**config.mk**
```make
export PLATFORM = sky130hd
export DESIGN_NAME = ftdi_pkt_reader_flat
export DESIGN_NICKNAME = d
export VERILOG_FILES = /design/src/rtl/laserdrop_pkg.sv /design/src/rtl/ftdi_pkt_reader_if.sv /design/src/rtl/sync2.sv /design/src/rtl/ftdi_pkt_reader.sv /design/src/flat_wrapper.sv
export SDC_FILE = /design/constraint.sdc
export NUM_CORES = 1
export LEC_CHECK = 0
export CORE_MARGIN = 4
export CORE_UTILIZATION = 63
export DETAILED_ROUTE_END_ITERATION = 12
export DONT_BUFFER_PORTS = 1
export HOLD_SLACK_MARGIN = 0.06
export PLACE_DENSITY = 0.89
export SLEW_MARGIN = 20
export SYNTH_ARGS = -nofsm -noshare
export SYNTH_HDL_FRONTEND = slang
export SYNTH_HIERARCHICAL = 1
export SYNTH_SLANG_ARGS = --single-unit
```
**constraint.sdc**
```tcl
create_clock -name clock -period 3.4 [get_ports clock]
set_input_delay 0.68 -clock clock [delete_from_list [all_inputs] [get_ports clock]]
set_output_delay 0.68 -clock clock [all_outputs]
set_load 0.01 [all_outputs]
```
**src/rtl/laserdrop_pkg.sv**
```systemverilog
// Shared constants for the laser link: packet headers, packet lengths,
// FTDI read strobe timing defaults and the packet reader state encoding.
package laserdrop_pkg;

    localparam logic [7:0] START_SEQ = 8'hA5;
    localparam logic [7:0] STOP_SEQ  = 8'h5A;
    localparam logic [7:0] ACK_SEQ   = 8'hC3;
    localparam logic [7:0] DONE_SEQ  = 8'h3C;

    localparam int START_PKT_LEN = 8;
    localparam int STOP_PKT_LEN  = 2;

    localparam int RD_LOW_CYCLES_DEF  = 2;
    localparam int RD_HIGH_CYCLES_DEF = 3;

    typedef enum logic [1:0] {
        ST_IDLE    = 2'd0,
        ST_RD_LOW  = 2'd1,
        ST_RD_HIGH = 2'd2,
        ST_HOLD    = 2'd3
    } rd_state_e;

endpackage

```
**src/rtl/ftdi_pkt_reader_if.sv**
```systemverilog
// FTDI read-side pins plus the packet handoff to the laser transmit path.
// master: the packet reader; slave: the FTDI chip / downstream side.
interface ftdi_pkt_reader_if #(
    parameter int PKT_LEN = 8
);
    logic                   rxf_n;
    logic                   rd_n;
    logic [7:0]             adbus_in;
    logic                   bus_grant;
    logic                   bus_busy;
    logic [PKT_LEN*8-1:0]   pkt_data;
    logic                   pkt_is_stop;
    logic                   pkt_valid;
    logic                   pkt_ready;
    logic                   hdr_err;

    modport master (
        input  rxf_n, adbus_in, bus_grant, pkt_ready,
        output rd_n, bus_busy, pkt_data, pkt_is_stop, pkt_valid, hdr_err
    );

    modport slave (
        output rxf_n, adbus_in, bus_grant, pkt_ready,
        input  rd_n, bus_busy, pkt_data, pkt_is_stop, pkt_valid, hdr_err
    );
endinterface

```
**src/rtl/sync2.sv**
```systemverilog
// Two-flop synchronizer; resets to 1 so an active-low FTDI flag reads
// "not ready" until the first real sample arrives.
module sync2 (
    input  logic clock,
    input  logic reset,
    input  logic d,
    output logic q
);
    logic meta;

    // two back-to-back flops, asynchronously preset on reset
    always_ff @(posedge clock or posedge reset) begin
        if (reset) begin
            meta <= 1'b1;
            q    <= 1'b1;
        end else begin
            meta <= d;
            q    <= meta;
        end
    end
endmodule

```
**src/rtl/ftdi_pkt_reader.sv**
```systemverilog
// Drains bytes from the FT232H async FIFO and frames them into START/STOP
// packets, handing each complete packet downstream on valid/ready.
//
//  state      | meaning
//  -----------+-----------------------------------------------------------
//  ST_IDLE    | waiting for RXF#, bus grant and an empty packet slot
//  ST_RD_LOW  | RD# held low; ADBUS sampled on the last low cycle
//  ST_RD_HIGH | RD# high guard; sampled byte processed on the first cycle
//  ST_HOLD    | packet complete, pkt_valid high, no reads until accepted
module ftdi_pkt_reader #(
    parameter int         PKT_LEN        = laserdrop_pkg::START_PKT_LEN,
    parameter int         STOP_PKT_LEN   = laserdrop_pkg::STOP_PKT_LEN,
    parameter logic [7:0] START_SEQ      = laserdrop_pkg::START_SEQ,
    parameter logic [7:0] STOP_SEQ       = laserdrop_pkg::STOP_SEQ,
    parameter int         RD_LOW_CYCLES  = laserdrop_pkg::RD_LOW_CYCLES_DEF,
    parameter int         RD_HIGH_CYCLES = laserdrop_pkg::RD_HIGH_CYCLES_DEF
) (
    input logic               clock,
    input logic               reset,
    ftdi_pkt_reader_if.master bus
);
    import laserdrop_pkg::*;

    localparam int TMAX = (RD_LOW_CYCLES > RD_HIGH_CYCLES) ? RD_LOW_CYCLES : RD_HIGH_CYCLES;
    localparam int TW   = $clog2(TMAX + 1);
    localparam int CW   = $clog2(PKT_LEN + 1);

    rd_state_e            state_q, state_d;
    logic [TW-1:0]        timer_q, timer_d;
    logic                 rd_n_q, rd_n_d;
    logic                 busy_q, busy_d;
    logic                 proc_q, proc_d;
    logic [7:0]           byte_q, byte_d;

    logic [CW-1:0]        count_q;
    logic [CW-1:0]        len_q;
    logic [PKT_LEN*8-1:0] data_q;
    logic                 is_stop_q;
    logic                 valid_q;
    logic                 hdr_err_q;

    logic                 rxf_s;
    logic                 accept;
    logic                 pkt_full;
    logic                 guard_done;

    sync2 u_rxf_sync (
        .clock (clock),
        .reset (reset),
        .d     (bus.rxf_n),
        .q     (rxf_s)
    );

    assign accept     = valid_q & bus.pkt_ready;
    // len_q is 0 only before the first header, so a zero count never looks complete
    assign pkt_full   = (len_q != '0) && (count_q == len_q);
    assign guard_done = (state_q == ST_RD_HIGH) && (timer_q == '0);

    // state register and registered strobe outputs
    always_ff @(posedge clock or posedge reset) begin
        if (reset) begin
            state_q <= ST_IDLE;
            timer_q <= '0;
            rd_n_q  <= 1'b1;
            busy_q  <= 1'b0;
            proc_q  <= 1'b0;
            byte_q  <= '0;
        end else begin
            state_q <= state_d;
            timer_q <= timer_d;
            rd_n_q  <= rd_n_d;
            busy_q  <= busy_d;
            proc_q  <= proc_d;
            byte_q  <= byte_d;
        end
    end

    // next-state, read-strobe timing and byte capture
    always_comb begin
        state_d = state_q;
        timer_d = timer_q;
        rd_n_d  = rd_n_q;
        busy_d  = busy_q;
        proc_d  = 1'b0;
        byte_d  = byte_q;
        unique case (state_q)
            ST_IDLE: begin
                if (!rxf_s && bus.bus_grant && !valid_q) begin
                    state_d = ST_RD_LOW;
                    rd_n_d  = 1'b0;
                    busy_d  = 1'b1;
                    timer_d = TW'(RD_LOW_CYCLES - 1);
                end
            end
            ST_RD_LOW: begin
                // RXF# and bus_grant are deliberately ignored here: a started read always completes
                if (timer_q == '0) begin
                    state_d = ST_RD_HIGH;
                    byte_d  = bus.adbus_in;
                    proc_d  = 1'b1;
                    rd_n_d  = 1'b1;
                    timer_d = TW'(RD_HIGH_CYCLES - 1);
                end else begin
                    timer_d = timer_q - 1'b1;
                end
            end
            ST_RD_HIGH: begin
                if (timer_q == '0) begin
                    busy_d  = 1'b0;
                    state_d = pkt_full ? ST_HOLD : ST_IDLE;
                end else begin
                    timer_d = timer_q - 1'b1;
                end
            end
            ST_HOLD: begin
                if (accept) begin
                    state_d = ST_IDLE;
                end
            end
            default: begin
                state_d = ST_IDLE;
                rd_n_d  = 1'b1;
                busy_d  = 1'b0;
            end
        endcase
    end

    // packet assembly, header hunting and the downstream handshake
    always_ff @(posedge clock or posedge reset) begin
        if (reset) begin
            count_q   <= '0;
            len_q     <= '0;
            data_q    <= '0;
            is_stop_q <= 1'b0;
            valid_q   <= 1'b0;
            hdr_err_q <= 1'b0;
        end else begin
            hdr_err_q <= 1'b0;
            if (proc_q) begin
                if (count_q == '0) begin
                    if (byte_q == START_SEQ) begin
                        data_q       <= '0;
                        data_q[7:0]  <= byte_q;
                        len_q        <= CW'(PKT_LEN);
                        is_stop_q    <= 1'b0;
                        count_q      <= CW'(1);
                    end else if (byte_q == STOP_SEQ) begin
                        data_q       <= '0;
                        data_q[7:0]  <= byte_q;
                        len_q        <= CW'(STOP_PKT_LEN);
                        is_stop_q    <= 1'b1;
                        count_q      <= CW'(1);
                    end else begin
                        // unknown header: drop it and keep hunting
                        hdr_err_q <= 1'b1;
                    end
                end else begin
                    for (int i = 1; i < PKT_LEN; i++) begin
                        if (count_q == CW'(i)) begin
                            data_q[i*8 +: 8] <= byte_q;
                        end
                    end
                    count_q <= count_q + 1'b1;
                end
            end
            if (guard_done && pkt_full) begin
                valid_q <= 1'b1;
            end
            if (accept) begin
                valid_q <= 1'b0;
                count_q <= '0;
            end
        end
    end

    assign bus.rd_n        = rd_n_q;
    assign bus.bus_busy    = busy_q;
    assign bus.pkt_data    = data_q;
    assign bus.pkt_is_stop = is_stop_q;
    assign bus.pkt_valid   = valid_q;
    assign bus.hdr_err     = hdr_err_q;

endmodule

```
**src/flat_wrapper.sv**
```systemverilog
// flat-port wrapper written by rule: the top's interface ports become plain ports
module ftdi_pkt_reader_flat import laserdrop_pkg::*;
#(
    parameter int         PKT_LEN        = laserdrop_pkg::START_PKT_LEN,
    parameter int         STOP_PKT_LEN   = laserdrop_pkg::STOP_PKT_LEN,
    parameter logic [7:0] START_SEQ      = laserdrop_pkg::START_SEQ,
    parameter logic [7:0] STOP_SEQ       = laserdrop_pkg::STOP_SEQ,
    parameter int         RD_LOW_CYCLES  = laserdrop_pkg::RD_LOW_CYCLES_DEF,
    parameter int         RD_HIGH_CYCLES = laserdrop_pkg::RD_HIGH_CYCLES_DEF
)
  (clock, reset, bus_rxf_n, bus_adbus_in, bus_bus_grant, bus_pkt_ready, bus_rd_n, bus_bus_busy, bus_pkt_data, bus_pkt_is_stop, bus_pkt_valid, bus_hdr_err);
  ftdi_pkt_reader_if #(.PKT_LEN(PKT_LEN)) bus_i ();
  input logic clock;
  input logic reset;
  input wire logic [$bits(bus_i.rxf_n)-1:0] bus_rxf_n;
  input wire logic [$bits(bus_i.adbus_in)-1:0] bus_adbus_in;
  input wire logic [$bits(bus_i.bus_grant)-1:0] bus_bus_grant;
  input wire logic [$bits(bus_i.pkt_ready)-1:0] bus_pkt_ready;
  output wire logic [$bits(bus_i.rd_n)-1:0] bus_rd_n;
  output wire logic [$bits(bus_i.bus_busy)-1:0] bus_bus_busy;
  output wire logic [$bits(bus_i.pkt_data)-1:0] bus_pkt_data;
  output wire logic [$bits(bus_i.pkt_is_stop)-1:0] bus_pkt_is_stop;
  output wire logic [$bits(bus_i.pkt_valid)-1:0] bus_pkt_valid;
  output wire logic [$bits(bus_i.hdr_err)-1:0] bus_hdr_err;
  assign bus_i.rxf_n = bus_rxf_n;
  assign bus_i.adbus_in = bus_adbus_in;
  assign bus_i.bus_grant = bus_bus_grant;
  assign bus_i.pkt_ready = bus_pkt_ready;
  assign bus_rd_n = bus_i.rd_n;
  assign bus_bus_busy = bus_i.bus_busy;
  assign bus_pkt_data = bus_i.pkt_data;
  assign bus_pkt_is_stop = bus_i.pkt_is_stop;
  assign bus_pkt_valid = bus_i.pkt_valid;
  assign bus_hdr_err = bus_i.hdr_err;
  ftdi_pkt_reader #(.PKT_LEN(PKT_LEN), .STOP_PKT_LEN(STOP_PKT_LEN), .START_SEQ(START_SEQ), .STOP_SEQ(STOP_SEQ), .RD_LOW_CYCLES(RD_LOW_CYCLES), .RD_HIGH_CYCLES(RD_HIGH_CYCLES)) u_core (.clock(clock), .reset(reset), .bus(bus_i));
endmodule
```
Yosys cells after proc, flatten, opt, wreduce, memory -nomap -nowiden
Cells that the tools add are included.
{"block": "word_totals", "rom_bits": 0, "elab_cells": 124, "register_bits": 92, "out_inout_bits": 69, "ram_bits": 0, "inputBits": 13, "memories": 0, "latch_bits": 0}
{"block": "classes", "n_shift": 0, "order_cmp": 0, "n_mux": 42, "n_bitwise": 1, "div": 0, "n_eq_ne": 20, "n_addsub": 2, "n_reduce_logical": 38, "n_mul": 0}
{"op": "$mux W64", "n": 2}
{"op": "$mux W56", "n": 1}
{"op": "$mux W8", "n": 7}
{"op": "$reduce_and A3 Y1", "n": 11}
{"op": "$mux W4", "n": 7}
{"op": "$reduce_bool A2 Y1", "n": 12}
{"op": "$eq A4 B3 Y1 const B", "n": 4}
{"op": "$mux W1", "n": 14}
{"op": "$mux W2", "n": 7}
{"op": "$eq A4 B2 Y1 const B", "n": 2}
{"op": "$eq A8 B7 Y1 const B", "n": 1}
{"op": "$eq A8 B8 Y1 const B", "n": 1}
{"op": "$pmux W2 S4", "n": 1}
{"op": "$ne A2 B1 Y1 const B", "n": 3}
{"op": "$pmux W2 S3", "n": 1}
{"op": "$logic_and A1 B1 Y1", "n": 5}
{"op": "$add A4 B1 Y4 const B", "n": 1}
{"op": "$eq A2 B2 Y1 const B", "n": 2}
{"op": "$eq A4 B1 Y1 const B", "n": 1}
{"op": "$eq A4 B4 Y1", "n": 1}
{"op": "$logic_not A2 Y1", "n": 2}
{"op": "$logic_not A4 Y1", "n": 1}
{"op": "$ne A2 B2 Y1 const B", "n": 2}
{"op": "$ne A4 B3 Y1 const B", "n": 1}
{"op": "other kinds (10)", "n": 13}

Logic depth before layout (Yosys ltp)
Gate-level depths: netlist (run 1).
{"block": "logic_depth", "depth_word": 6, "depth_mapped": 7, "depth_no_buf": 6}

Modules after synthesis
Netlist (run 1), hierarchy kept.
{"module": "ftdi_pkt_reader", "cells_per_inst": 416, "area_per_inst_um2": 4276.6, "n_inst": 1, "seq_area_each_um2": 2178.3}
{"module": "sync2", "cells_per_inst": 3, "area_per_inst_um2": 56.3, "n_inst": 1, "seq_area_each_um2": 52.6}

Least setup slack after synthesis (run 1)
OpenSTA, ideal clock, no wires.
{"block": "synth_timing", "kind": "register to register", "from": "register u_core.count_q[0]", "to": "register u_core.data_q[0] (netlist: u_core/bus.pkt_data[0])", "t_required_ns": 3.272, "path_buffers": 1, "synth_period_minus_slack_ns": 1.836, "setup_slack_ns": 1.564, "setup_ns": 0.128, "arrival_ns": 1.708, "stages_incl_launch_ff": 8, "path_cell_list": "dfrtp_1 -> inv_1 -> ha_1 -> and2b_1 -> nand2b_1 -> a211oi_2 -> buf_4 -> mux2_1"}
{"block": "synth_via", "elab_chain_cells": 2}
{"item": "from (decl)", "line": "ftdi_pkt_reader.sv:35", "source": "logic [CW-1:0] count_q;"}
{"item": "from (signal assigned)", "line": "ftdi_pkt_reader.sv:163", "source": "count_q <= count_q + 1'b1;"}
{"item": "$logic_not A4 Y1", "line": "ftdi_pkt_reader.sv:140", "source": "if (count_q == '0) begin"}
{"item": "$reduce_and A3 Y1 (no source line)"}
{"item": "to (signal assigned)", "line": "ftdi_pkt_reader.sv:143", "source": "data_q[7:0] <= byte_q;"}
{"item": "to (signal assigned)", "line": "ftdi_pkt_reader.sv:149", "source": "data_q[7:0] <= byte_q;"}
{"item": "to (signal, indexed assignment)", "line": "ftdi_pkt_reader.sv:160", "source": "data_q[i*8 +: 8] <= byte_q;"}
{"item": "to (decl)", "line": "ftdi_pkt_reader.sv:37", "source": "logic [PKT_LEN*8-1:0] data_q;"}
No other way between the ends.
A chain may end at the register's enable or synchronous reset.

Worst setup path in the final report (run 1)
{"block": "layout_timing", "from": "register u_core.byte_q[4]", "to": "register u_core.data_q[5] (netlist: u_core/bus.pkt_data[5])"}
{"block": "layout_via", "elab_chain_cells": 3, "elab_cells_between_ends": 5, "classes_between": "eq/ne: 2; mux: 1; reduce/logical: 2"}
{"item": "from (decl)", "line": "ftdi_pkt_reader.sv:33", "source": "logic [7:0] byte_q, byte_d;"}
{"item": "from (signal assigned)", "line": "ftdi_pkt_reader.sv:74", "source": "byte_q <= byte_d;"}
{"item": "$eq A8 B7 Y1 / $eq A8 B8 Y1 (equally long branches)", "line": "ftdi_pkt_reader.sv:147, ftdi_pkt_reader.sv:141"}
{"item": "$reduce_bool A2 Y1 (no source line)"}
{"item": "$reduce_and A3 Y1 (no source line)"}
Several ways; a longest one is shown, not always the timed one.

==> results of run 1 <==
-- synthesized netlist by cell type, drive strengths merged (2+ instances only) --
cell | n | area, um2
inv | 24 | 90.09
nand2 | 49 | 183.9
and4 | 2 | 20.02
a31oi | 35 | 219.0
xor2 | 2 | 17.52
nor2b | 20 | 125.1
nand2b | 2 | 12.51
dfstp | 3 | 78.83
buf | 13 | 73.82
nand3 | 3 | 15.01
nand4 | 3 | 25.02
o2bb2ai | 18 | 220.2
nor3b | 2 | 26.28
mux2i | 5 | 50.05
a21oi | 60 | 300.3
and2 | 2 | 12.51
o21ai | 9 | 45.04
mux2 | 15 | 168.9
dfrtp | 86 | 2152
clkbuf | 20 | 76.32
and3 | 6 | 37.54
ha | 12 | 150.1
nand4bb | 2 | 22.52
and4bb | 2 | 25.02
nor3 | 2 | 10.01
nor2 | 8 | 30.03
-- cell usage in the layout, fill, tap and decap left out, types with 9 or more instances in the layout --
master / synthesis / routed
dfrtp_1: 86 / 86
a21oi_1: 60 / 60
nand2_1: 49 / 49
a31oi_1: 35 / 35
inv_1: 24 / 23
nor2b_1: 20 / 20
ha_1: 12 / 12
clkbuf_8: 0 / 10
mux2_2: 10 / 10
o2bb2ai_2: 10 / 10
o21ai_0: 9 / 9
-- cell families (layout without fill, tap and decap cells) --
group	after synthesis	in the layout
flip-flops	89	89
AND/OR/NAND/NOR	106	106
XOR/XNOR	2	2
adder cells (fa/ha/maj)	12	12
AO/OA/AOI/OAI	133	133
multiplexers	20	20
buffers and inverters	57	44
-- registers in the layout (all words and copies together) (netlist names) --
register,count
u_core/timer_q,2
u_core/byte_q,8
u_core/bus.rd_n,1
u_core/bus.pkt_data,64
u_core/len_q,2
u_core/state_q,2
u_core/bus.hdr_err,1
u_core/bus.pkt_valid,1
u_core/u_rxf_sync/q,1
u_core/bus.bus_busy,1
u_core/count_q,4
u_core/proc_q,1
u_core/u_rxf_sync/meta,1
-- worst max path at each step --
stage                     cells after the start  slack (ns)                     end
after detailed placement                      4        0.96  u_core/bus.pkt_data[5]
after CTS                                     4        0.95  u_core/bus.pkt_data[5]
after global routing                          3        0.75  u_core/bus.pkt_data[5]
after global placement                        4        1.05  u_core/bus.pkt_data[7]
after floorplan                               1        0.47     u_core/bus.bus_busy
final                                         4        0.90  u_core/bus.pkt_data[5]
-- stage by stage --
step | hold slack, ns | area [um2] | setup slack [ns]
after global routing | 0.2080 | 4491 | 0.7458
after global placement | 0.3479 | 4310 | 1.045
after floorplan | 0.3452 | 4333 | 0.4715
after CTS | 0.2073 | 4491 | 0.9470
final | 0.2234 | 4491 | 0.8999
after detailed placement | 0.3494 | 4310 | 0.9615
-- report_power, final --
group	internal, uW	total, uW	switching [uW]
Combinational	573	1350	773
Clock	291	667	376
Sequential	1410	2070	661
-- worst max-delay path: cells and delay by family, from the launching register on --
| kind | cells | cell delay, ns |
|---|---|---|
| AND/OR/NAND/NOR | 2 | 0.47 |
| AO/OA/AOI/OAI | 1 | 0.84 |
| flip-flops | 1 | 0.66 |
| multiplexers | 1 | 0.40 |
-- metal layers --
layer  share of wire, %  up-vias
met4                2.0        0
li1                   -     1449
met5                  0        -
met2                 47      162
met1                 40     1540
met3                 11       18
-- layout make-up --
type / count / area [um2]
clock buffer: 11 / 141.4
clock inverter: 5 / 38.79
fill: 476 / 2004
inverter: 24 / 91.34
multi-input combinational: 273 / 1862
sequential: 89 / 2231
tap: 77 / 96.34
timing repair buffer: 4 / 30.03
==> metrics.yaml, run 1 <==
outcome:
  status: "complete, no violations"
timing:
  grt_setup_unrepaired: "no"
  setup_viol: 0
  finalMaxSlewViolations: 0
  hold_viol: 0
  finalCritPeriodShare_pct: 73.53
  skew_ns: 0.01285
  clock.fmax_ghz: 0.4000
  worst_slew_pin_slew_ns: 0.9342
  relSlewSlack_pct: 37.61
  setup-tns-final_ns: 0
  period_minus_slack_ns: 2.500
clock_tree:
  ctsRootBufferMaster: "clkbuf_8"
  cts-htree-levels: 3
  clock-sinks: 89
  cts_setup_buffers: 0
  clockBufferDepth: 2
  cts_tree: "done"
  postCtsHoldBufs: 0
  post_cts_resized: 0
  clk_pin_slew_worst_paths_ns: 0.09
  cts_buffers: 9
  clock_latency_ns: 0.37
place:
  port_buffers: 0
  dp_hpwl_mm: 6.819
  gp_congestion: 0.9123
  placedCellCount: 467
critical_path:
  crit_fanout: 14
  critPathArrivalTime_ns: 2.74
  startpoint: "u_core/byte_q[4]"
  critPathMaxStageDelay_ns: 0.84
  crit_type: "reg2reg"
  rr_worst_depth: 4
  crit_required_ns: 3.64
  rrSetupSlack_ns: 0.90
  reg2reg_from: "u_core/byte_q[4]"
  startpoint_type: "register"
  critPathSlowestCell: "a211oi_2"
  worstSetupEndpointType: "register"
  rr_endpoint: "u_core/bus.pkt_data[5]"
  cp_cell_sequence: "and4bb_1, nand4_1, a211oi_2, mux2_1"
power:
  p_per_area_mw_per_mm2: 908.4
  power.leakage_uw: 0.001924
  ir_drop_mv: 0.4876
  finalPower_uw: 4079
drt:
  first_pass_iters: 5
  wl_mm: 9.789
  vias_per_cell: 6.561
  ant_nets: 0
  vias: 3169
  drt-wirelength-per-cell_um: 20.27
  drc: 0
  drt_iter0_drc: 325
floorplan:
  initial_core_util_pct: 66.71
  coreArea_mm2: 0.006495
  row_count: 29
  die_w_um: 90.93
  dieArea_mm2: 0.008268
  ios: 82
  die_h_um: 90.93
synthesis:
  syn_inst: 419
  synthMuxAreaShare_pct: 5.053
  synth-async-reset-ratio_pct: 100.0
  syn-num-nets: 444
  synthAdderAreaFrac_pct: 3.465
  syn_area_mm2: 0.004333
  ys_seq_area_share_pct: 51.49
  ys_types: 49
  synth_compound_area_share_pct: 20.88
  syn_area_per_cell_um2: 10.34
  synthSimpleGateAreaFrac_pct: 13.17
  synth-seq-cells: 89
  synthFlopType: "dfrtp_1"
  synth_top_family_by_area: "compound AO/OA/AOI/OAI gates"
  yosys_warnings: 6
  synth_xor_area_share_pct: 0.4043
  synth_edf_count: 0
cells_and_area:
  final_core_util_pct: 69.14
  layout-drive-gt1-share_pct: 12.32
  stdcell_count: 483
  diodes: 0
  fin_nets: 426
  area_growth_pct: 3.639
global_route:
  use_met1_pct: 32.75
  grt_util_met2_pct: 36.60
  grt_max_degree: 41
  antenna_found_initial: 0
  grt.busiest_layer: "met2"
  gr-total-overflow: 0
  grt_pass1_vias: 2971
  grt_pass1_wl_mm: 15.99
  use_met3_pct: 10.33
  grt_use_total_pct: 24.51
worst_hold_path:
  hold_class: "in2async"
flow_run:
  cap_violations: 0
Note: power is estimated with default switching activity, not from simulation.
==> run 2, diff against run 1 <==
Clock period 3.4 ns to 2.6 ns, I/O delays scaled along.
==> metrics.yaml, run 2 (synthesis gave the netlist of run 1 again) <==
cells_and_area:
  most-common-layout-cells: "dfrtp_1 (86), a21oi_1 (60), nand2_1 (49), a31oi_1 (35), inv_1 (23)"
  fin_nets: 437  # +2.6%
  stdcell_count: 493  # +2.1%
  final_area_mm2: 0.004676  # +4.1%
  area_growth_pct: 7.912
  largest_reg_flops: 64  # unchanged
  final_core_util_pct: 71.99  # +2.9 points
  diodes: 0  # unchanged
  final_common_cell: "dfrtp_1"
  layout-drive-gt1-share_pct: 14.42  # +2.1 points
global_route:
  grt_pass1_wl_mm: 16.55  # +3.5%
  gr-total-overflow: 0  # unchanged
  grt_max_degree: 61  # +49%
  grt_use_total_pct: 25.17  # +0.66 points
  antenna_found_initial: 0  # unchanged
  grt_pass1_vias: 3115  # +4.8%
power:
  power.share.switching_pct: 40.79  # -3.6 points
  p_sw_uw: 2367  # +31%
  p_per_area_mw_per_mm2: 1241  # +37%
  clockPowerShare_pct: 21.1  # +4.7 points
  power_frac_comb_pct: 35.9  # +2.9 points
  finalPower_uw: 5802  # +42%
  seqPwrFrac_pct: 43.0  # -7.6 points
  power.leakage_uw: 0.002016  # +4.8%
  ir_drop_mv: 0.5682  # +17%
  p_int_uw: 3435  # +51%
timing:
  setup_viol: 0  # unchanged
  skew_ns: 0.009633  # -0.003221 ns
  worst_slew_pin_slew_ns: 0.6260  # -0.3082 ns
  finalMaxSlewViolations: 0  # unchanged
  grt_setup_unrepaired: "no"
  finalCritPeriodShare_pct: 86.64  # +13 points
  relSlewSlack_pct: 58.18  # +21 points
  hold_viol: 0  # unchanged
  period_minus_slack_ns: 2.253  # -0.2474 ns
  setup-tns-final_ns: 0  # unchanged
  clock.fmax_ghz: 0.4439  # +11%
drt:
  drt_iter0_drc: 304  # -6.5%
  drt-wirelength-per-cell_um: 20.62  # +1.7%
  drc: 0  # unchanged
  vias: 3187  # +0.57%
  ant_nets: 0  # unchanged
  wl_mm: 10.17  # +3.8%
  first_pass_iters: 5  # unchanged
  vias_per_cell: 6.465  # -1.5%
place:
  gp_congestion: 0.9170  # +0.52%
  dpl_cell_area_mm2: 0.004400  # +2.1%
  port_buffers: 0  # unchanged
  placedCellCount: 477  # +2.1%
  dp_hpwl_mm: 6.881  # +0.91%
flow_run:
  cap_violations: 0  # unchanged
outcome:
  status: "complete, no violations"
critical_path:
  critPathMaxStageDelay_ns: 0.53  # -0.31 ns
  reg2reg_from: "u_core/count_q[0]"
  startpoint: "u_core/count_q[0]"
  crit_required_ns: 2.87  # -0.77 ns
  crit_fanout: 7  # -7
  worstSetupEndpointType: "register"
  critPathSlowestCell: "a211oi_2"
  critPathArrivalTime_ns: 2.53  # -0.21 ns
  startpoint_type: "register"
  crit_type: "reg2reg"
  cp_cell_sequence: "inv_1, ha_1, and2b_1, nand2b_1, a211oi_2, buf_4, mux2i_1"
  crit_buf_inv: 2  # +2
  critical_path.top_delay_family: "compound AO/OA/AOI/OAI gates"
floorplan:
  die_h_um: 90.93  # unchanged
  ios: 82  # unchanged
  row_count: 29  # unchanged
  initial_core_util_pct: 66.71  # unchanged
  dieArea_mm2: 0.008268  # unchanged
  die_w_um: 90.93  # unchanged
  coreArea_mm2: 0.006495  # unchanged
clock_tree:
  clk_pin_slew_worst_paths_ns: 0.08  # about the same
  cts_setup_buffers: 0  # unchanged
  cts_tree: "done"
  clock_latency_ns: 0.36  # about the same
  cts-htree-levels: 3  # unchanged
  ctsRootBufferMaster: "clkbuf_8"
  clock-sinks: 89  # unchanged
  cts_buffers: 9  # unchanged
  clockBufferDepth: 2  # unchanged
worst_hold_path:
  hold_class: "in2async"
==> run 2: cell count changes in the layout (fill, tap and decap cells not counted), moves of 2 or more <==
| cell | change |
|---|---|
| clkinv_2 | -2 |
| buf_4 | +9 |
| inv_6 | -2 |
| bufinv_16 | +4 |
==> run 2: final cells by class <==
type,instances,area (um2)
timing repair buffer,15,127.6
clock inverter,5,127.6
tap,77,96.34
clock buffer,10,137.6
fill,448,1819
multi-input combinational,273,1862
sequential,89,2231
inverter,24,93.84
==> run 2: timing repair <==
action,4_1_cts,5_1_grt
gates resized for setup,0,0
hold buffers,1,0
hold endpoints to repair,2,0
==> run 2: worst paths after layout <==
check / slack [ns] / depth (start not counted) / endpoint
max: 0.35 / 7 / u_core/bus.pkt_data[4]
min: 0.10 / 1 / u_core/bus.pkt_data[15]
max reg2reg: 0.35 / 7 / u_core/bus.pkt_data[4]
min reg2reg: 0.36 / 0 / u_core/u_rxf_sync/q
max in group asynchronous: 1.80 / 2 / u_core/bus.pkt_data[26]
min in group clock: 0.15 / 0 / u_core/u_rxf_sync/meta
==> run 2: power by group through the flow <==
stage	clock (uW)	combinational (uW)	sequential, uW
global route	1300	2320	2560
detailed placement	0	2050	2510
CTS	1250	2060	2500
global placement	0	1950	2490
floorplan	0	1630	2320
finish	1220	2080	2500
==> run 2: routing by layer <==
layer	global-route usage, %	vias up	routed length, um
met3	8.843	23	872
li1	-	1465	-
met5	0	-	0
met4	8.794	0	191
met1	32.07	1572	4060
met2	40.16	127	5040
==> run 2: through the flow <==
stage	hold WS [ns]	setup WS [ns]
final	0.1043	0.3473
after global routing	0.1317	0.1917
after CTS	0.1061	0.3387
after detailed placement	0.3520	0.3803
after global placement	0.3483	0.4477
after floorplan	0.3452	0.7643
